$ cat src/rtl/ds_operand_stage.sv
// Decode-to-execute operand stage: holds one decoded instruction and resolves its source
// operands from the register file or the youngest matching forwarding source.
module ds_operand_stage #(
  parameter int XLEN = 32,
  parameter int AW   = 5,
  parameter int NFWD = 3,
  parameter int PW   = 64
) (
  input  logic                 clk,
  input  logic                 reset,
  input  logic                 in_valid,
  output logic                 in_allowin,
  input  logic [XLEN-1:0]      in_pc,
  input  logic [AW-1:0]        in_rs1,
  input  logic [AW-1:0]        in_rs2,
  input  logic                 in_use1,
  input  logic                 in_use2,
  input  logic [AW-1:0]        in_dest,
  input  logic                 in_we,
  input  logic [PW-1:0]        in_payload,
  output logic [AW-1:0]        rf_raddr1,
  output logic [AW-1:0]        rf_raddr2,
  input  logic [XLEN-1:0]      rf_rdata1,
  input  logic [XLEN-1:0]      rf_rdata2,
  input  logic [NFWD-1:0]      fwd_valid,
  input  logic [NFWD-1:0]      fwd_we,
  input  logic [NFWD*AW-1:0]   fwd_dest,
  input  logic [NFWD*XLEN-1:0] fwd_data,
  input  logic [NFWD-1:0]      fwd_data_ok,
  input  logic                 flush,
  output logic                 out_valid,
  input  logic                 out_allowin,
  output logic [XLEN-1:0]      out_pc,
  output logic [XLEN-1:0]      out_src1,
  output logic [XLEN-1:0]      out_src2,
  output logic [AW-1:0]        out_dest,
  output logic                 out_we,
  output logic [PW-1:0]        out_payload,
  output logic [31:0]          perf_stall_cnt
);

  logic            dsValid_q, dsValid_d;
  logic [XLEN-1:0] pc_q, pc_d;
  logic [AW-1:0]   rs1_q, rs1_d, rs2_q, rs2_d, dest_q, dest_d;
  logic            use1_q, use1_d, use2_q, use2_d, we_q, we_d;
  logic [PW-1:0]   payload_q, payload_d;
  logic [31:0]     stallCnt_q, stallCnt_d;

  logic [1:0][AW-1:0]   rsSel;
  logic [1:0]           useSel;
  logic [1:0][XLEN-1:0] rfSel;
  logic [1:0][XLEN-1:0] operand;
  logic [1:0]           stall;
  logic                 readyGo;
  logic                 load;

  // Walk sources oldest to youngest so the youngest match overwrites; its readiness alone
  // decides the interlock, even if an older source already holds a ready value.
  always_comb begin
    rsSel  = {rs2_q, rs1_q};
    useSel = {use2_q, use1_q};
    rfSel  = {rf_rdata2, rf_rdata1};
    operand = '0;
    stall   = '0;
    for (int s = 0; s < 2; s++) begin
      operand[s] = rfSel[s];
      for (int i = NFWD - 1; i >= 0; i--) begin
        if (fwd_valid[i] && fwd_we[i] && (fwd_dest[i*AW +: AW] == rsSel[s]) &&
            (rsSel[s] != '0) && useSel[s]) begin
          operand[s] = fwd_data[i*XLEN +: XLEN];
          stall[s]   = ~fwd_data_ok[i];
        end
      end
      if (rsSel[s] == '0) operand[s] = '0;
    end
  end

  assign readyGo    = ~(stall[0] | stall[1]);
  assign in_allowin = ~dsValid_q | (readyGo & out_allowin);
  assign out_valid  = dsValid_q & readyGo & ~flush;
  assign load       = in_allowin & in_valid & ~flush;

  always_comb begin
    dsValid_d  = dsValid_q;
    pc_d       = pc_q;
    rs1_d      = rs1_q;
    rs2_d      = rs2_q;
    use1_d     = use1_q;
    use2_d     = use2_q;
    dest_d     = dest_q;
    we_d       = we_q;
    payload_d  = payload_q;
    stallCnt_d = stallCnt_q;
    if (flush)           dsValid_d = 1'b0;
    else if (in_allowin) dsValid_d = in_valid;
    if (load) begin
      pc_d      = in_pc;
      rs1_d     = in_rs1;
      rs2_d     = in_rs2;
      use1_d    = in_use1;
      use2_d    = in_use2;
      dest_d    = in_dest;
      we_d      = in_we;
      payload_d = in_payload;
    end
    if (dsValid_q && !readyGo && !flush && (stallCnt_q != 32'hFFFF_FFFF))
      stallCnt_d = stallCnt_q + 32'd1;
  end

  always_ff @(posedge clk) begin
    if (reset) begin
      dsValid_q  <= 1'b0;
      pc_q       <= '0;
      rs1_q      <= '0;
      rs2_q      <= '0;
      use1_q     <= 1'b0;
      use2_q     <= 1'b0;
      dest_q     <= '0;
      we_q       <= 1'b0;
      payload_q  <= '0;
      stallCnt_q <= '0;
    end else begin
      dsValid_q  <= dsValid_d;
      pc_q       <= pc_d;
      rs1_q      <= rs1_d;
      rs2_q      <= rs2_d;
      use1_q     <= use1_d;
      use2_q     <= use2_d;
      dest_q     <= dest_d;
      we_q       <= we_d;
      payload_q  <= payload_d;
      stallCnt_q <= stallCnt_d;
    end
  end

  assign rf_raddr1      = rs1_q;
  assign rf_raddr2      = rs2_q;
  assign out_pc         = pc_q;
  assign out_src1       = operand[0];
  assign out_src2       = operand[1];
  assign out_dest       = dest_q;
  assign out_we         = we_q;
  assign out_payload    = payload_q;
  assign perf_stall_cnt = stallCnt_q;

endmodule

$ cat config.mk
export PLATFORM = sky130hd
export DESIGN_NAME = ds_operand_stage
export DESIGN_NICKNAME = d
export VERILOG_FILES = /design/src/rtl/ds_operand_stage.sv
export SDC_FILE = /design/constraint.sdc
export NUM_CORES = 1
export LEC_CHECK = 0
export ABC_AREA = 1
export BUFFER_PORTS_ARGS = -buffer_cell sky130_fd_sc_hd__buf_2
export CAP_MARGIN = 15
export CORE_AREA = 8 8 192 194
export CTS_CLUSTER_DIAMETER = 60
export CTS_CLUSTER_SIZE = 28
export DETAILED_ROUTE_END_ITERATION = 8
export DIE_AREA = 0 0 200 202
export GPL_ROUTABILITY_DRIVEN = 0
export PLACE_DENSITY = 0.52
export SLEW_MARGIN = 10
export SYNTH_ARGS = -nofsm -noshare
export SYNTH_HDL_FRONTEND = slang
export SYNTH_SLANG_ARGS = --single-unit
$ cat constraint.sdc
create_clock -name clk -period 2.8 [get_ports clk]
set_input_delay 0.28 -clock clk [delete_from_list [all_inputs] [get_ports clk]]
set_output_delay 0.28 -clock clk [all_outputs]
set_load 0.01 [all_outputs]
==> metrics.txt, run 1 <==
WP buf/inv 6; Critical-path top delay cell dfxtp_1; cts hold-fix bufs 0; R2R depth 15; initial core utilization 0.295; CP arrival 2.36 ns; Setup-failing EPs final 0; DP HPWL approximately 37000 um; # rows slightly below 70; share of layout cells above drive strength 1 0.284; Hold Path Origin flush; routed len/inst approximately 18 um; #FFs+latches synth between 100 and 150; Slew @ Worst Pin just over 0.6 ns; RSZ-0062 raised after global routing true; Slew Limit Fails 0; worst r2r src rf_raddr1[4]; Area Overhead vs Synth 37.5%; Largest stage delay, worst path about 0.37 ns; Placement Cell Area between 0.01 and 0.015 mm2; sinks on the clock net approximately 150; core box area about 0.034 mm2; Routed WL between 40000 and 50000 um; routed vias between 10000 and 15000; worst-skew pair later-pin latency 0.44 ns; Rel. slew slack 0.591; Hold Violations, Final 0; DRT iter0 DRCs around 700; critical path launch point type register; final instance area approximately 0.014 mm2; P per Cell Area between 400 and 500 mW/mm2; capturing point of the worst reg2reg path out_pc[14]; Ys Warns 0; synth unique cells 29; most common cell after layout, fill and taps aside buf_2; cell area after synthesis about 0.01 mm2; WHS Path Cells 2; CTS tree yes; Total Neg Setup Slack 0 ns; ANT nets after route 0; clock network fraction of design power 0.413; hold endpoint dsValid_q; Post-Synthesis Cells approximately 1700; largest net degree at the start of global routing between 100 and 150; Num CTS Buffers 17; Clock Skew 0.00975 ns; Die W around 200 um; register clock-pin slew on the reported worst setup and hold paths around 0.06 ns; first-pass GRT wire length 72400 um; worst vdd ir ~0.38 mV; Worst path most repeated cell inv_1; initial antenna violation count 18; Int Pwr roughly 4.4 mW; Final nets 2460; P_leak around 7.4 nW; CP Class reg -> out; Seq/Total Area, Yosys 0.294; Fillers between 3000 and 4000; via-per-instance ratio 4.83; ys flop type dfxtp_1; Hold Crit Class in -> reg; Post-synth ARST share 0; depth of the CTS H-tree 4; sequential group share of total power 0.364; Post-Syn Nets about 2000; Worst path top cell family by delay buffers and inverters; commonest cells after routing, fill and taps aside buf_2, nand2_1, nor2_1; Logic pwr share 0.223; overflow left after global routing 0; R2R setup slack between 0.3 and 0.4 ns; DRC viols 0; Tmin final approximately 2.6 ns; buffers added on ports about 510; mean post-synth cell area 5.86 um2; root buffer cell clkbuf_16; Total GRT Usage 0.226; Final Util 0.405; final hold slack approximately 0.14 ns; Sw Ratio 0.295; area of the die 0.0404 mm2; Die Height 202 um; status completed; Final Power between 6 and 7 mW; worst-path maximum fanout 32; NetSw between 1.5 and 2 mW; worst path required time between 2 and 3 ns; Post-synth EDFFs 0; Bufs on Longest Clock Path 2; Final Cycle Share 0.943; Ports between 500 and 600; DR pass1 iterations 5; vias in the first global route 12400; max cap viols 0; cells along the critical path inv_1, nor2_1, nand3_1, nor2_2, nand2_4, buf_8, inv_1, buf_8, o21ai_0, inv_1, buf_2; Critical Path End Type primary output; f_max between 300 and 400 MHz
[routing by layer]
layer | wire [um] | up-vias | GRT usage
li1 | - | 6367 | -
met1 | 18500 | 5786 | 0.254
met2 | 23300 | 464 | 0.394
met3 | 4710 | 79 | 0.0772
met4 | 1150 | 14 | 0.0733
met5 | 90 | - | 0
[metrics by stage]
step	setup WS [ns]	cells
after floorplan	0.736	1708
after global placement	0.346	2590
after detailed placement	0.316	2590
after CTS	-0.0137	2624
after global routing	-0.00154	2631
final	0.160	2631
[power by group through the flow]
stage,Combinational (mW),Sequential (mW),Clock (mW)
after floorplan,0.679,2.37,0
after global placement,1.39,2.32,0
after detailed placement,1.40,2.32,0
after CTS,1.41,2.28,2.63
after global routing,1.56,2.30,2.72
final,1.40,2.28,2.59
[kinds of logic after synthesis]
group | count (synthesis) | synth area share
AO/OA/AOI/OAI | 309 | 0.159
XOR/XNOR | 43 | 0.0376
adder cells (fa/ha/maj) | 1 | 0.00125
buffers and inverters | 326 | 0.137
flip-flops | 147 | 0.294
multiplexers | 1 | 0.00100
AND/OR/NAND/NOR | 881 | 0.370
[final cells by class]
class	instances	area, um2	share of cell area
Sequential cell	147	2960	0.215
Clock buffer	20	457	0.0332
Timing Repair Buffer	550	3020	0.220
Clock inverter	12	201	0.0146
Tap cell	455	569	0.0414
Inverter	204	767	0.0558
Antenna cell	7	17.5	0.00127
Multi-Input combinational cell	1236	5760	0.419
[worst max path at each step]
stage / startpoint / endpoint / depth (start not counted)
after floorplan: rf_raddr2[0] / out_valid / 12
after global placement: rf_raddr1[4] / out_valid / 11
after detailed placement: rf_raddr2[2] / out_src2[27] / 12
after CTS: rf_raddr2[0] / in_allowin / 10
after global routing: rf_raddr2[2] / out_src2[8] / 12
final: use2_q / out_src2[8] / 11
[Yosys cell counts, types with 4 or more instances]
master | count | area, um2
dfxtp_1 | 147 | 2940
nand3_1 | 155 | 776
buf_6 | 13 | 146
buf_2 | 8 | 40.0
inv_2 | 5 | 18.8
nor4_1 | 5 | 31.3
xnor2_1 | 16 | 140
nand2_1 | 389 | 1460
o21ai_0 | 98 | 490
nor2_2 | 4 | 25.0
nor2_1 | 261 | 980
clkbuf_1 | 73 | 274
inv_1 | 198 | 743
buf_1 | 17 | 63.8
a21oi_1 | 179 | 896
xor2_1 | 27 | 236
nor3_1 | 12 | 60.1
a31oi_1 | 31 | 194
nand4_1 | 46 | 288
buf_4 | 11 | 82.6
[flip-flops by register name, indices dropped and copies added (netlist names), 5 cells and up]
register / flops
out_dest: 5
out_payload: 64
out_pc: 32
perf_stall_cnt: 32
rf_raddr1: 5
rf_raddr2: 5
[timing repair]
action / CTS / global route
gates cloned: 1 / 0
pin swaps: 1 / 0
buffers inserted: 1 / 0
resized for setup: 7 / 22
setup endpoints to repair: 37 / 164
Power figures use the tool's default switching activity.
==> inputs of run 2 (changes only) <==
--- a/config.mk
+++ b/config.mk
@@ -6,7 +6,7 @@
 export NUM_CORES = 1
 export LEC_CHECK = 0
 export ABC_AREA = 1
-export BUFFER_PORTS_ARGS = -buffer_cell sky130_fd_sc_hd__buf_2
+export BUFFER_PORTS_ARGS = -buffer_cell sky130_fd_sc_hd__buf_4
 export CAP_MARGIN = 15
 export CORE_AREA = 8 8 192 194
 export CTS_CLUSTER_DIAMETER = 60
@@ -14,7 +14,8 @@
 export DETAILED_ROUTE_END_ITERATION = 8
 export DIE_AREA = 0 0 200 202
 export GPL_ROUTABILITY_DRIVEN = 0
-export PLACE_DENSITY = 0.52
+export PLACE_DENSITY = 0.54
+export SETUP_SLACK_MARGIN = 0.05
 export SLEW_MARGIN = 10
 export SYNTH_ARGS = -nofsm -noshare
 export SYNTH_HDL_FRONTEND = slang
==> constraint.sdc (replaced) <==
create_clock -name clk -period 2.2 [get_ports clk]
set_input_delay 0.22 -clock clk [delete_from_list [all_inputs] [get_ports clk]]
set_output_delay 0.22 -clock clk [all_outputs]
set_load 0.01 [all_outputs]
==> run 2 against run 1 <==
The flow now finishes with violations (negative setup slack). Non-clock buffer count up 74. Sequential share of layout area decreased by 3.5 points. Design area is 20% higher. Critical path depth rose by 3. Largest cell class unchanged. Total power increased by 29%. Largest power group unchanged. Cell count grew 2.7%. Clock skew grew 0.0029 ns. Die area unchanged. Combinational power up 60%. Via count rose by 2.6%.
==> metrics.txt, run 2 (synthesis gave the netlist of run 1 again) <==
status finished, violations left; failing checks negative setup slack; WHS Path Cells 3; Rel. slew slack 0.466; DRC viols 0; P per Cell Area 491 mW/mm2; clock network fraction of design power 0.364; DP HPWL roughly 38000 um; Bufs on Longest Clock Path 2; worst r2r src rf_raddr2[1]; Area Overhead vs Synth 65.0%; Final Power 8.10 mW; Sw Ratio 0.304; first-pass GRT wire length 72900 um; hold endpoint dsValid_q; ANT nets after route 0; Final Util 0.486; Routed WL about 50000 um; critical path launch point type register; capturing point of the worst reg2reg path out_pc[23]; Placement Cell Area between 0.01 and 0.015 mm2; CTS tree yes; CP Class reg -> out; Num CTS Buffers 17; Critical-path top delay cell dfxtp_4; WP buf/inv 6; overflow left after global routing 0; Int Pwr 5.64 mW; R2R depth 17; # rows 68; initial core utilization 0.295; worst-path maximum fanout 7; buffers added on ports roughly 510; share of layout cells above drive strength 1 0.363; f_max roughly 390 MHz; routed vias roughly 13000; Final Cycle Share 1.15; Largest stage delay, worst path between 0.3 and 0.4 ns; DRT iter0 DRCs ~800; Worst path most repeated cell buf_12; Hold Path Origin in_valid; max cap viols 0; most common cell after layout, fill and taps aside buf_4; RSZ-0062 raised after global routing true; Place WS -0.0487 ns; initial antenna violation count 5; via-per-instance ratio 4.82; Setup-failing EPs final around 170; area of the die slightly above 0.04 mm2; Critical Path End Type primary output; vias in the first global route approximately 12000; Ports between 500 and 600; final hold slack 0.0892 ns; Clock Skew 0.0126 ns; Fillers roughly 3600; routed len/inst approximately 19 um; sinks on the clock net ~150; final instance area 0.0165 mm2; FF/Latch Area ~0.0030 mm2; Worst path top cell family by delay buffers and inverters; DR pass1 iterations 5; R2R setup slack -0.22 ns; Tmin final 2.54 ns; register clock-pin slew on the reported worst setup and hold paths approximately 0.060 ns; worst vdd ir a little over 0.5 mV; Hold Violations, Final 0; largest net degree at the start of global routing approximately 120; NetSw ~2.5 mW; commonest cells after routing, fill and taps aside buf_4, nand2_1, nor2_1; Die W about 200 um; Slew @ Worst Pin 0.801 ns; core box area ~0.034 mm2; Die Height between 200 and 250 um; P_leak between 8 and 9 nW; cells along the critical path buf_6, xor2_1, nor2_1, nand2_1, nor2_4, buf_12, clkinv_8, buf_12, buf_12, nand2_4, nand3_2, o21ai_1, a21oi_1, buf_4; Slew Limit Fails 0; Final nets between 2000 and 3000; Total GRT Usage 0.229; CP arrival ~2.3 ns; worst path required time between 1.5 and 2 ns; WP depth 14; Logic pwr share 0.277; sequential group share of total power 0.359; setup ws final -0.336 ns; depth of the CTS H-tree 4; Hold Crit Class in -> reg; multi-input logic area 0.00631 mm2; max reg flops 64; worst-skew pair later-pin latency 0.43 ns; root buffer cell clkbuf_16
## run 2: how the worst max path moves through the flow
| stage | to | slack, ns | from |
|---|---|---|---|
| finish | out_src1[13] | -0.34 | rf_raddr1[4] |
| floorplan | out_valid | 0.20 | rf_raddr2[0] |
| global route | out_src2[23] | -0.47 | rf_raddr2[4] |
| CTS | in_allowin | -0.32 | rf_raddr2[1] |
| detailed placement | out_src2[25] | -0.05 | rf_raddr2[4] |
| global placement | out_src2[25] | -0.06 | rf_raddr2[4] |
## run 2: worst reg2reg max path, delay by kind of cell (launching register included)
kind | cells | cell delay, ns
buffers and inverters | 5 | 0.75
XOR/XNOR | 1 | 0.14
flip-flops | 1 | 0.34
AND/OR/NAND/NOR | 11 | 1.12
## run 2: power groups by stage
| stage | clock, mW | combinational [mW] | sequential, mW |
|---|---|---|---|
| after floorplan | 0 | 0.864 | 3.01 |
| after global placement | 0 | 2.11 | 2.95 |
| after detailed placement | 0 | 2.12 | 2.96 |
| after CTS | 3.02 | 2.17 | 2.90 |
| after global routing | 3.13 | 2.45 | 2.92 |
| final | 2.95 | 2.24 | 2.90 |
## run 2: what timing repair did
| item | in CTS | in global routing |
|---|---|---|
| hold buffers | 1 | 0 |
| endpoints found under the hold margin | 1 | 0 |
| pin swaps | 15 | 24 |
| buffers inserted | 4 | 7 |
| setup endpoints to repair | 200 | 212 |
| gates resized for setup | 134 | 133 |
| cloned | 3 | 8 |
## run 2: per-stage QoR
step / instances / TNS (ns)
after floorplan: 1708 / 0
after global placement: 2642 / -0.299
after detailed placement: 2642 / -0.415
after CTS: 2682 / -34.45
after global routing: 2702 / -62.51
final: 2702 / -32.58
## run 2: final cells by class
type | instances | share of cell area
timing repair buffer | 624 | 0.319
tap | 455 | 0.0345
antenna | 5 | 0.000758
multi-input combinational | 1235 | 0.383
clock inverter | 14 | 0.00910
clock buffer | 18 | 0.0266
inverter | 204 | 0.0474
sequential | 147 | 0.180
## run 2: layer usage
layer	up-vias	part of all wire	wire length, um	track usage
met4	0	0.030	1500	0.0791
met2	515	0.49	24800	0.400
met1	5930	0.38	19300	0.258
met3	68	0.093	4660	0.0702
li1	6523	-	-	-
met5	-	0	0	0
==> inputs of run 3 (changes only) <==
--- a/config.mk
+++ b/config.mk
@@ -8,13 +8,13 @@
 export ABC_AREA = 1
 export BUFFER_PORTS_ARGS = -buffer_cell sky130_fd_sc_hd__buf_4
 export CAP_MARGIN = 15
-export CORE_AREA = 8 8 192 194
+export CORE_AREA = 8 8 194 196
 export CTS_CLUSTER_DIAMETER = 60
 export CTS_CLUSTER_SIZE = 28
 export DETAILED_ROUTE_END_ITERATION = 8
-export DIE_AREA = 0 0 200 202
+export DIE_AREA = 0 0 202 204
 export GPL_ROUTABILITY_DRIVEN = 0
-export PLACE_DENSITY = 0.54
+export PLACE_DENSITY = 0.53
 export SETUP_SLACK_MARGIN = 0.05
 export SLEW_MARGIN = 10
 export SYNTH_ARGS = -nofsm -noshare
==> run 3 against run 2 <==
The flow still finishes with violations (negative setup slack). Combinational power grew 5%. Non-clock buffer count grew 22. Highest routed layer is now met5. Sequential power is essentially flat. Total power is essentially flat. Sequential share of layout area shrank 0.89 points. Critical endpoint is now out_src1[31]. Hold slack lost 0.055 ns. Worst setup slack gained 0.073 ns. Global-route usage grew 0.64 points. Clock power shrank 4%.
==> metrics.txt, run 3 (synthesis gave the netlist of run 1 again) <==
Final Cycle Share 1.12; Num CTS Buffers 17; register clock-pin slew on the reported worst setup and hold paths ~0.06 ns; Ports 513; worst-path maximum fanout 7; DR pass1 iterations 5; area of the die between 0.04 and 0.05 mm2; Die W 202 um; worst path required time between 1.5 and 2 ns; overflow left after global routing 0; via-per-instance ratio between 4 and 5; CP Class reg -> out; Slew @ Worst Pin ~0.66 ns; CP arrival roughly 2.2 ns; worst vdd ir between 0.5 and 0.6 mV; f_max a little over 400 MHz; first-pass GRT wire length between 70000 and 80000 um; max cap viols 0; CTS tree yes; max reg flops 64; P_leak 8.77 nW; RSZ-0062 raised after global routing true; Die Height 204 um; share of layout cells above drive strength 1 0.389; DP HPWL roughly 38000 um; Hold Violations, Final 0; Bufs on Longest Clock Path 2; status finished, violations left; critical path launch point type register; depth of the CTS H-tree 4; commonest cells after routing, fill and taps aside buf_4, nand2_1, nor2_1; # rows 69; initial antenna violation count 8; Rel. slew slack 0.563; root buffer cell clkbuf_16; routed len/inst 19.5 um; most common cell after layout, fill and taps aside buf_4; buffers added on ports about 510; R2R depth 17; worst-skew pair later-pin latency ~0.43 ns; Setup-failing EPs final approximately 160; ANT nets after route 0; Slew Limit Fails 0; Final nets roughly 2600; post-placement cell count 2646; setup ws final -0.263 ns; Critical Path End Type primary output; Hold Crit Class in -> reg; Tmin final about 2.5 ns; failing checks negative setup slack; initial core utilization 0.288; core box area 0.0348 mm2; largest net degree at the start of global routing around 120; final hold slack 0.0339 ns; Finished Layout Cells roughly 2700; routed vias approximately 13000; DRC viols 0; Total Neg Setup Slack -30.92 ns; P per Cell Area between 400 and 500 mW/mm2; Area Overhead vs Synth 73.7%; WHS Path Cells 2; Total GRT Usage 0.235; Routed WL 53400 um; DRT iter0 DRCs about 870; vias in the first global route 12800; sinks on the clock net approximately 150; Clock Skew a little over 0.01 ns
==> run 3: cell types whose count changed in the layout (fill, tap and decap cells not counted), moves of 10 or more <==
cell	delta
a21oi_1	-12
o21ai_0	-16
buf_12	+10
a21oi_2	+11
buf_16	+10
buf_4	-27
buf_6	+21
nand2_2	+25
o21ai_1	+13
nand2_1	-17
==> run 3: worst max-delay path, stage by stage, from the launching register on <==
cell and delay (ns):
dfxtp_2 0.34, buf_6 0.12, xor2_1 0.15, nor2_1 0.08, nand2_1 0.09, nor2_4 0.11, buf_12 0.16, inv_12 0.06
buf_12 0.14, o21ai_2 0.13, mux2i_1 0.09, a21oi_1 0.18, buf_4 0.15
==> run 3: repair_timing <==
action | 4_1_cts | 5_1_grt
endpoints found under the setup margin | 212 | 212
resized for setup | 235 | 171
cloned | 16 | 13
buffers inserted | 21 | 2
hold buffers | 0 | 0
pin swaps | 53 | 78
==> run 3: worst paths after layout <==
| kind | start | endpoint | slack (ns) |
|---|---|---|---|
| max | rf_raddr1[4] | out_src1[31] | -0.26 |
| max reg2reg | rf_raddr1[0] | out_payload[6] | -0.25 |
| min reg2reg | out_pc[11] | out_pc[11] | 0.47 |
| min | flush | dsValid_q | 0.03 |
==> run 3: report_power, final <==
part | leakage (nW) | internal, mW | switching (mW) | total, mW
Clock | 0.275 | 1.67 | 1.16 | 2.83
Combinational | 7.29 | 1.19 | 1.17 | 2.36
Sequential | 1.21 | 2.81 | 0.100 | 2.91
Total | 8.77 | 5.66 | 2.43 | 8.09
==> run 3: layout make-up <==
type | instances | area [um2]
diodes | 7 | 17.5
clock buffers | 23 | 488
clock inverters | 8 | 77.6
fillers | 3531 | 17400
inverters | 204 | 791
multi-input cells | 1235 | 6510
flip-flops and latches | 147 | 2970
well taps | 461 | 577
repair buffers | 646 | 5940
==> run 3: stage by stage <==
step	instance area, um2	setup WS, ns	total power [mW]	utilization
after CTS	16500	-0.280	8.06	0.475
after floorplan	10000	0.196	3.88	-
final	17400	-0.263	8.09	0.499
after detailed placement	14700	-0.104	5.06	0.423
after global routing	17400	-0.432	8.51	0.499
after global placement	14700	-0.0735	5.04	0.423
==> run 3: per-layer routing <==
metal / part of all wire / up-vias / wire length, um / track usage
met3: 0.089 / 106 / 4760 / 0.0734
met5: 0.00049 / - / 26 / 0
li1: - / 6573 / - / -
met1: 0.38 / 6183 / 20300 / 0.267
met2: 0.49 / 607 / 26100 / 0.408
met4: 0.039 / 4 / 2100 / 0.0926
